File: config.mk
export PLATFORM = sky130hd
export DESIGN_NAME = multicycle_controller
export DESIGN_NICKNAME = d
export VERILOG_FILES = /design/src/rtl/multicycle_controller_pkg.sv /design/src/rtl/alu_decoder.sv /design/src/rtl/multicycle_controller.sv
export SDC_FILE = /design/constraint.sdc
export NUM_CORES = 1
export LEC_CHECK = 0
export CORE_ASPECT_RATIO = 1.1
export CORE_UTILIZATION = 38
export DETAILED_ROUTE_END_ITERATION = 10
export PLACE_DENSITY = 0.79
export SYNTH_ARGS = -nofsm -noshare
export SYNTH_HDL_FRONTEND = slang
export SYNTH_SLANG_ARGS = --single-unit
File: constraint.sdc
create_clock -name CLK -period 2.4 [get_ports CLK]
set_clock_uncertainty 0.15 [all_clocks]
set_input_delay 0.72 -clock CLK [delete_from_list [all_inputs] [get_ports CLK]]
set_output_delay 0.72 -clock CLK [all_outputs]
set_load 0.05 [all_outputs]
File: src/rtl/multicycle_controller_pkg.sv
// Shared encodings for the multicycle RISC-V controller and its datapath:
// FSM state codes, supported opcodes, ALU operation codes and select values.
package multicycle_controller_pkg;

   typedef enum logic [3:0] {
      S_FETCH    = 4'd0,
      S_DECODE   = 4'd1,
      S_MEMADR   = 4'd2,
      S_MEMREAD  = 4'd3,
      S_MEMWB    = 4'd4,
      S_MEMWRITE = 4'd5,
      S_EXECUTER = 4'd6,
      S_EXECUTEI = 4'd7,
      S_ALUWB    = 4'd8,
      S_BEQ      = 4'd9,
      S_JAL      = 4'd10
   } state_t;

   localparam logic [6:0] OP_LW     = 7'b0000011;
   localparam logic [6:0] OP_SW     = 7'b0100011;
   localparam logic [6:0] OP_RTYPE  = 7'b0110011;
   localparam logic [6:0] OP_ITYPE  = 7'b0010011;
   localparam logic [6:0] OP_BEQ    = 7'b1100011;
   localparam logic [6:0] OP_JAL    = 7'b1101111;

   localparam logic [2:0] ALU_ADD   = 3'b000;
   localparam logic [2:0] ALU_SUB   = 3'b001;
   localparam logic [2:0] ALU_AND   = 3'b010;
   localparam logic [2:0] ALU_OR    = 3'b011;
   localparam logic [2:0] ALU_SLT   = 3'b101;

   localparam logic [1:0] ALUOP_ADD  = 2'b00;
   localparam logic [1:0] ALUOP_SUB  = 2'b01;
   localparam logic [1:0] ALUOP_FUNC = 2'b10;

   function automatic logic op_supported(input logic [6:0] op);
      return (op == OP_LW) || (op == OP_SW) || (op == OP_RTYPE) ||
             (op == OP_ITYPE) || (op == OP_BEQ) || (op == OP_JAL);
   endfunction

endpackage

File: src/rtl/alu_decoder.sv
// Maps the FSM's ALUOp plus funct3/funct7 onto the datapath ALU operation code.
module alu_decoder
   import multicycle_controller_pkg::*;
(
   input  logic [1:0] alu_op,
   input  logic [2:0] funct3,
   input  logic       op_5,
   input  logic       funct7,
   output logic [2:0] alu_control
);

   always_comb begin
      alu_control = ALU_ADD;
      case (alu_op)
         ALUOP_ADD: alu_control = ALU_ADD;
         ALUOP_SUB: alu_control = ALU_SUB;
         ALUOP_FUNC: begin
            case (funct3)
               // Only R-type (op[5]=1) can encode sub; addi with Instr[30] set stays add.
               3'b000:  alu_control = (op_5 & funct7) ? ALU_SUB : ALU_ADD;
               3'b010:  alu_control = ALU_SLT;
               3'b110:  alu_control = ALU_OR;
               3'b111:  alu_control = ALU_AND;
               default: alu_control = ALU_ADD;
            endcase
         end
         default: alu_control = ALU_ADD;
      endcase
   end

endmodule

File: src/rtl/multicycle_controller.sv
// Moore FSM sequencing the multicycle datapath, plus immediate-format decode.
module multicycle_controller
   import multicycle_controller_pkg::*;
(
   input  logic       CLK,
   input  logic       rst,
   input  logic [6:0] op,
   input  logic [2:0] funct3,
   input  logic       funct7,
   input  logic       Zero,
   output logic       PCWrite,
   output logic       AdrSrc,
   output logic       MemWrite,
   output logic       IRWrite,
   output logic [1:0] ResultSrc,
   output logic [1:0] ALUSrcA,
   output logic [1:0] ALUSrcB,
   output logic [1:0] ImmSrc,
   output logic [2:0] ALUControl,
   output logic       RegWrite,
   output logic [3:0] State,
   output logic       IllegalOp
);

   state_t     state_q, state_d;
   logic       pc_update, branch;
   logic       ir_write, reg_write, mem_write, illegal;
   logic [1:0] alu_op;

   always_ff @(posedge CLK) begin
      if (rst) state_q <= S_FETCH;
      else     state_q <= state_d;
   end

   always_comb begin
      state_d   = S_FETCH;
      pc_update = 1'b0;
      branch    = 1'b0;
      ir_write  = 1'b0;
      reg_write = 1'b0;
      mem_write = 1'b0;
      illegal   = 1'b0;
      alu_op    = ALUOP_ADD;
      AdrSrc    = 1'b0;
      ResultSrc = 2'b00;
      ALUSrcA   = 2'b00;
      ALUSrcB   = 2'b00;
      case (state_q)
         S_FETCH: begin
            state_d   = S_DECODE;
            ir_write  = 1'b1;
            ALUSrcB   = 2'b10;
            ResultSrc = 2'b10;
            pc_update = 1'b1;
         end
         S_DECODE: begin
            ALUSrcA = 2'b01;
            ALUSrcB = 2'b01;
            illegal = ~op_supported(op);
            case (op)
               OP_LW, OP_SW: state_d = S_MEMADR;
               OP_RTYPE:     state_d = S_EXECUTER;
               OP_ITYPE:     state_d = S_EXECUTEI;
               OP_BEQ:       state_d = S_BEQ;
               OP_JAL:       state_d = S_JAL;
               default:      state_d = S_FETCH;
            endcase
         end
         S_MEMADR: begin
            state_d = (op == OP_LW) ? S_MEMREAD : S_MEMWRITE;
            ALUSrcA = 2'b10;
            ALUSrcB = 2'b01;
         end
         S_MEMREAD: begin
            state_d = S_MEMWB;
            AdrSrc  = 1'b1;
         end
         S_MEMWB: begin
            ResultSrc = 2'b01;
            reg_write = 1'b1;
         end
         S_MEMWRITE: begin
            AdrSrc    = 1'b1;
            mem_write = 1'b1;
         end
         S_EXECUTER: begin
            state_d = S_ALUWB;
            ALUSrcA = 2'b10;
            alu_op  = ALUOP_FUNC;
         end
         S_EXECUTEI: begin
            state_d = S_ALUWB;
            ALUSrcA = 2'b10;
            ALUSrcB = 2'b01;
            alu_op  = ALUOP_FUNC;
         end
         S_ALUWB: reg_write = 1'b1;
         S_BEQ: begin
            ALUSrcA = 2'b10;
            alu_op  = ALUOP_SUB;
            branch  = 1'b1;
         end
         S_JAL: begin
            state_d   = S_ALUWB;
            ALUSrcA   = 2'b01;
            ALUSrcB   = 2'b10;
            pc_update = 1'b1;
         end
         default: state_d = S_FETCH;
      endcase
   end

   always_comb begin
      case (op)
         OP_SW:   ImmSrc = 2'b01;
         OP_BEQ:  ImmSrc = 2'b10;
         OP_JAL:  ImmSrc = 2'b11;
         default: ImmSrc = 2'b00;
      endcase
   end

   // Enables are masked during reset so a mid-instruction reset cannot corrupt state.
   assign PCWrite   = ~rst & (pc_update | (branch & Zero));
   assign IRWrite   = ~rst & ir_write;
   assign RegWrite  = ~rst & reg_write;
   assign MemWrite  = ~rst & mem_write;
   assign IllegalOp = ~rst & illegal;
   assign State     = state_q;

   alu_decoder u_alu_decoder (
      .alu_op      (alu_op),
      .funct3      (funct3),
      .op_5        (op[5]),
      .funct7      (funct7),
      .alu_control (ALUControl)
   );

endmodule

==> results of run 1 <==
[synthesized netlist by cell type, types with 2 or more instances]
cell type / n
a21oi_1: 6
nand2_1: 6
inv_1: 5
nor2_1: 5
nor3b_1: 5
nor4_1: 5
dfxtp_1: 4
buf_2: 3
buf_6: 3
nand3_1: 3
nor2b_1: 3
nor3_1: 3
o21ai_0: 3
and3_1: 2
ha_1: 2
nand3b_1: 2
nor3b_2: 2
nor4b_1: 2
xnor2_1: 2
[through the flow]
step                utilization  setup TNS [ns]  setup slack, ns
detailed placement        0.902           -3.36           -0.549
global placement          0.902           -3.07           -0.480
floorplan                     -           -1.37           -0.327
[cells by family after synthesis]
kind of cell,count (synthesis)
and+or+nand+nor,47
AOI/OAI and AO/OA,15
buffers and inverters,12
xor gates and xnor gates,4
DFF,4
adders and majority gates,2
==> run_results.csv, run 1 <==
group,metric,value,unit
placement,place_congestion,0.853,
synth,synth_fa_ha_area_frac,0.0393,
clock_tree,cts_buffer_depth,2,
synth,yosysTopAreaCell,"dfxtp_1",
synth,ys.flop_type,"dfxtp_1",
clock_tree,postCtsSetupRepairBufs,13,
synth,synth_top_family_by_area,"simple AND/OR/NAND/NOR gates",
clock_tree,ctsResizeCount,54,
floorplan,die_width,41.0,um
synth,syn-instance-count,84,
synth,ys_async_sr_fraction,0,
placement,post-dp-hpwl,1850,um
clock_tree,clock_sinks,4,
synth,synth-simple-area-share,0.497,
synth,syn_nets,100,
run_status,outcome,"stopped before the end",
clock_tree,cts_buffers,3,
synth,synthDistinctLibCells,37,
clock_tree,root_buffer,"clkbuf_4",
placement,placed_cells,150,
synth,yosysWarnings,0,
clock_tree,htree_levels,1,
floorplan,start_util,0.404,
synth,synth_top_area_share,0.126,
synth,synth_area_leaders,"dfxtp_1 13%, nor3b_1 5.9%, buf_6 5.3%, nor4_1 4.9%, a21oi_1 4.7%",
synth,ys_seq_area_frac,0.126,
floorplan,die_h,44.9,um
synth,synth-xor-area-share,0.0668,
synth,syn_avg_cell_area,7.58,um^2
run_status,lastStage,"clock tree synthesis (4_1_cts)",
synth,synth-compound-area-share,0.153,
synth,synthMuxAreaShare,0,
synth,synth_edf_count,0,
run_status,firstError,"[ERROR DPL-0038] Utilization greater than 100%, impossible to legalize",
synth,yosys_register_bits,4,
synth,syn_area,637,um^2
placement,port-buffer-count,34,
clock_tree,hold_buffers,0,
placement,placed_cell_area,1420,um^2
floorplan,num_rows,15,
floorplan,io_pins,35,
==> inputs of run 2 (changes only) <==
- CORE_AREA: default -> 2 2 63 65
- CORE_ASPECT_RATIO: 1.1 -> default
- CORE_UTILIZATION: 38 -> default
- DIE_AREA: default -> 0 0 65 67
- PLACE_DENSITY: 0.79 -> default
- PLACE_DENSITY_LB_ADDON: default -> 0.15
==> run 2 against run 1 <==
  * The flow now finishes, with violations (negative setup slack)
  * Area after synthesis stayed put
  * Synthesized cell count unchanged
==> run_results.csv, run 2 <==
group,metric,value,unit
clock_tree,cts_buffers,3,
floorplan,io_pins,35,
clock_tree,cts_buffer_depth,2,
layout,drive_gt1_frac,0.688,
critical_path,reg2regPathDepth,6,
global_routing,gr-total-overflow,0,
synth,synth_top_area_share,0.126,
power,sw_frac_of_total,0.324,
power,ir_drop,0.141,mV
synth,syn_area,637,um^2
power,switching_power,0.135,mW
placement,post-dp-hpwl,1840,um
route,wire_per_inst,12.8,um
synth,synth_area_leaders,"dfxtp_1 13%, nor3b_1 5.9%, buf_6 5.3%, nor4_1 4.9%, a21oi_1 4.7%",
timing,setup_viol,7,
power,seqPwrFrac,0.159,
timing,final.min_clock_period,2.54,ns
route,ant_nets,0,
route,drtIter0Drc,6,
placement,post-place-ws,-0.504,ns
clock_tree,clk_latency,0.22,ns
power,power,0.415,mW
run_status,outcome,"complete, but fails checks",
clock_tree,tritoncts,"done",
floorplan,coreArea,3610,um^2
layout,final_area,1760,um^2
floorplan,num_rows,22,
floorplan,start_util,0.177,
timing,fin_crit_sh,1.06,
timing,slew_headroom,0.761,
clock_tree,root_buffer,"clkbuf_8",
layout,nFillCells,341,
worst_hold_path,holdPathEnd,"State[2]",
global_routing,antenna_found_initial,0,
layout,regArea,95.1,um^2
route,vias,896,
layout,final_common_cell,"buf_4",
run_status,failed_checks,"negative setup slack",
global_routing,grt_max_degree,20,
global_routing,gr-usage-all-layers,0.129,
placement,place_congestion,0.722,
timing,finalHoldViolations,0,
power,p_int,0.281,mW
route,first_pass_iters,4,
synth,syn-instance-count,84,
critical_path,cp-start-kind,"flop",
synth,syn_nets,100,
synth,synthDistinctLibCells,37,
layout,multiInputGateArea,703,um^2
layout,diodes,0,
power,comb_power_share,0.506,
layout,nNetsFinal,172,
worst_hold_path,min_from,"State[2]",
power,power_density,236,nW/um^2
synth,yosysWarnings,0,
synth,ys_seq_area_frac,0.126,
critical_path,worstPathRequired,1.53,ns
critical_path,path_max_fanout,4,
power,clockPowerShare,0.336,
timing,clock.fmax,394,MHz
layout,syn2layout_area_growth,176,%
floorplan,die_h,67,um
placement,placed_cell_area,1480,um^2
synth,ys_async_sr_fraction,0,
synth,ys.flop_type,"dfxtp_1",
timing,worst_slack,-0.139,ns
timing,rsz0062_at_grt,"true",
synth,syn_avg_cell_area,7.58,um^2
clock_tree,cts.reportedPaths.clkPinSlew,0.03,ns
timing,worst_pin_slew,0.356,ns
worst_hold_path,holdCritPathClass,"reg2reg",
power,p_leak,0.725,nW
layout,mostFrequentLayoutCells,"38 x buf_4, 18 x buf_12, 8 x buf_6, 6 x dlygate4sd2_1, 5 x inv_1",
clock_tree,clock_sinks,4,
critical_path,crit_type,"reg2out",
worst_hold_path,holdPathStages,3,
route,wirelength,2580,um
job,maxCapViolCount,0,
critical_path,end_kind,"primary output",
layout,largest_reg_flops,4,
synth,yosysTopAreaCell,"dfxtp_1",
floorplan,die_width,65,um
synth,yosys_register_bits,4,
timing,drv_slew,0,
critical_path,reg2reg_slack,0.80,ns
floorplan,dieArea,4360,um^2
global_routing,grt_pass1_vias,968,
layout,post-route-util,0.487,
critical_path,reg2reg_from,"State[1]",
clock_tree,htree_levels,1,
critical_path,crit_arrival,1.67,ns
global_routing,grt_first_pass_wirelength,4310,um
synth,synth_edf_count,0,
route,drc,0,
synth,synth_common_cells,"6 x a21oi_1, 6 x nand2_1",
critical_path,worstReg2RegEnd,"State[0]",
placement,port-buffer-count,34,
route,via_per_inst,4.44,
==> run 2: cell counts after synthesis <==
No cell type changed its count.
==> run 2: power groups by stage <==
stage | Combinational, mW | Sequential [mW] | Clock [mW]
3_5_place_dp | 0.192 | 0.0667 | 0
3_3_place_gp | 0.191 | 0.0667 | 0
6_report | 0.210 | 0.0658 | 0.139
2_1_floorplan | 0.0820 | 0.0724 | 0
5_1_grt | 0.221 | 0.0659 | 0.151
4_1_cts | 0.202 | 0.0658 | 0.142
==> run 2: worst max-delay path, stage by stage, from the launching register on <==
cell	delay, ns
dfxtp_4	0.35
or2b_1	0.28
nor2_4	0.14
ha_4	0.16
nor2b_4	0.13
o21ai_2	0.06
a21oi_2	0.18
buf_12	0.16
==> run 2: final cells by class <==
cell class                 count  share of cell area
multi-input combinational     68               0.400
timing repair buffer          74               0.477
inverter                       5              0.0107
tap                           48              0.0342
sequential                     4              0.0541
clock buffer                   3              0.0235
==> run 2: cell families after synthesis <==
kind of cell    after synthesis  share of synthesized area
fa+ha+maj                     2                     0.0393
flops                         4                      0.126
simple gates                 47                      0.497
buf+inv                      12                      0.118
compound gates               15                      0.153
xor+xnor                      4                     0.0668
==> run 2: worst max-delay path by stage <==
stage	startpoint	to	depth (start not counted)
2_1_floorplan	State[1]	ALUControl[2]	5
3_3_place_gp	op[3]	IllegalOp	5
3_5_place_dp	op[3]	IllegalOp	5
4_1_cts	State[1]	ALUControl[2]	5
5_1_grt	State[1]	ALUControl[0]	7
6_report	State[1]	ALUControl[0]	7
==> run 2: metrics by stage <==
stage                     TNS, ns  std cells  hold slack, ns
after floorplan             -1.37         84           0.538
after global placement      -3.02        182           0.529
after CTS                  -0.724        199           0.539
after detailed placement    -3.18        182           0.536
after global routing       -0.939        202           0.557
final                      -0.584        202           0.544
==> run 2: what timing repair did <==
action,CTS,global route
setup endpoints to repair,10,10
setup buffers,14,3
gates resized for setup,52,10
pin swaps,14,8
cloned,0,0
hold buffers,0,0
==> run 2: metal layers <==
metal	up-vias	global-route usage	wire length [um]
li1	447	-	-
met3	4	0.0101	47
met2	16	0.250	1470
met1	429	0.134	996
met4	0	0.0798	63
met5	-	0	0
Note: power is estimated with default switching activity, not from simulation.
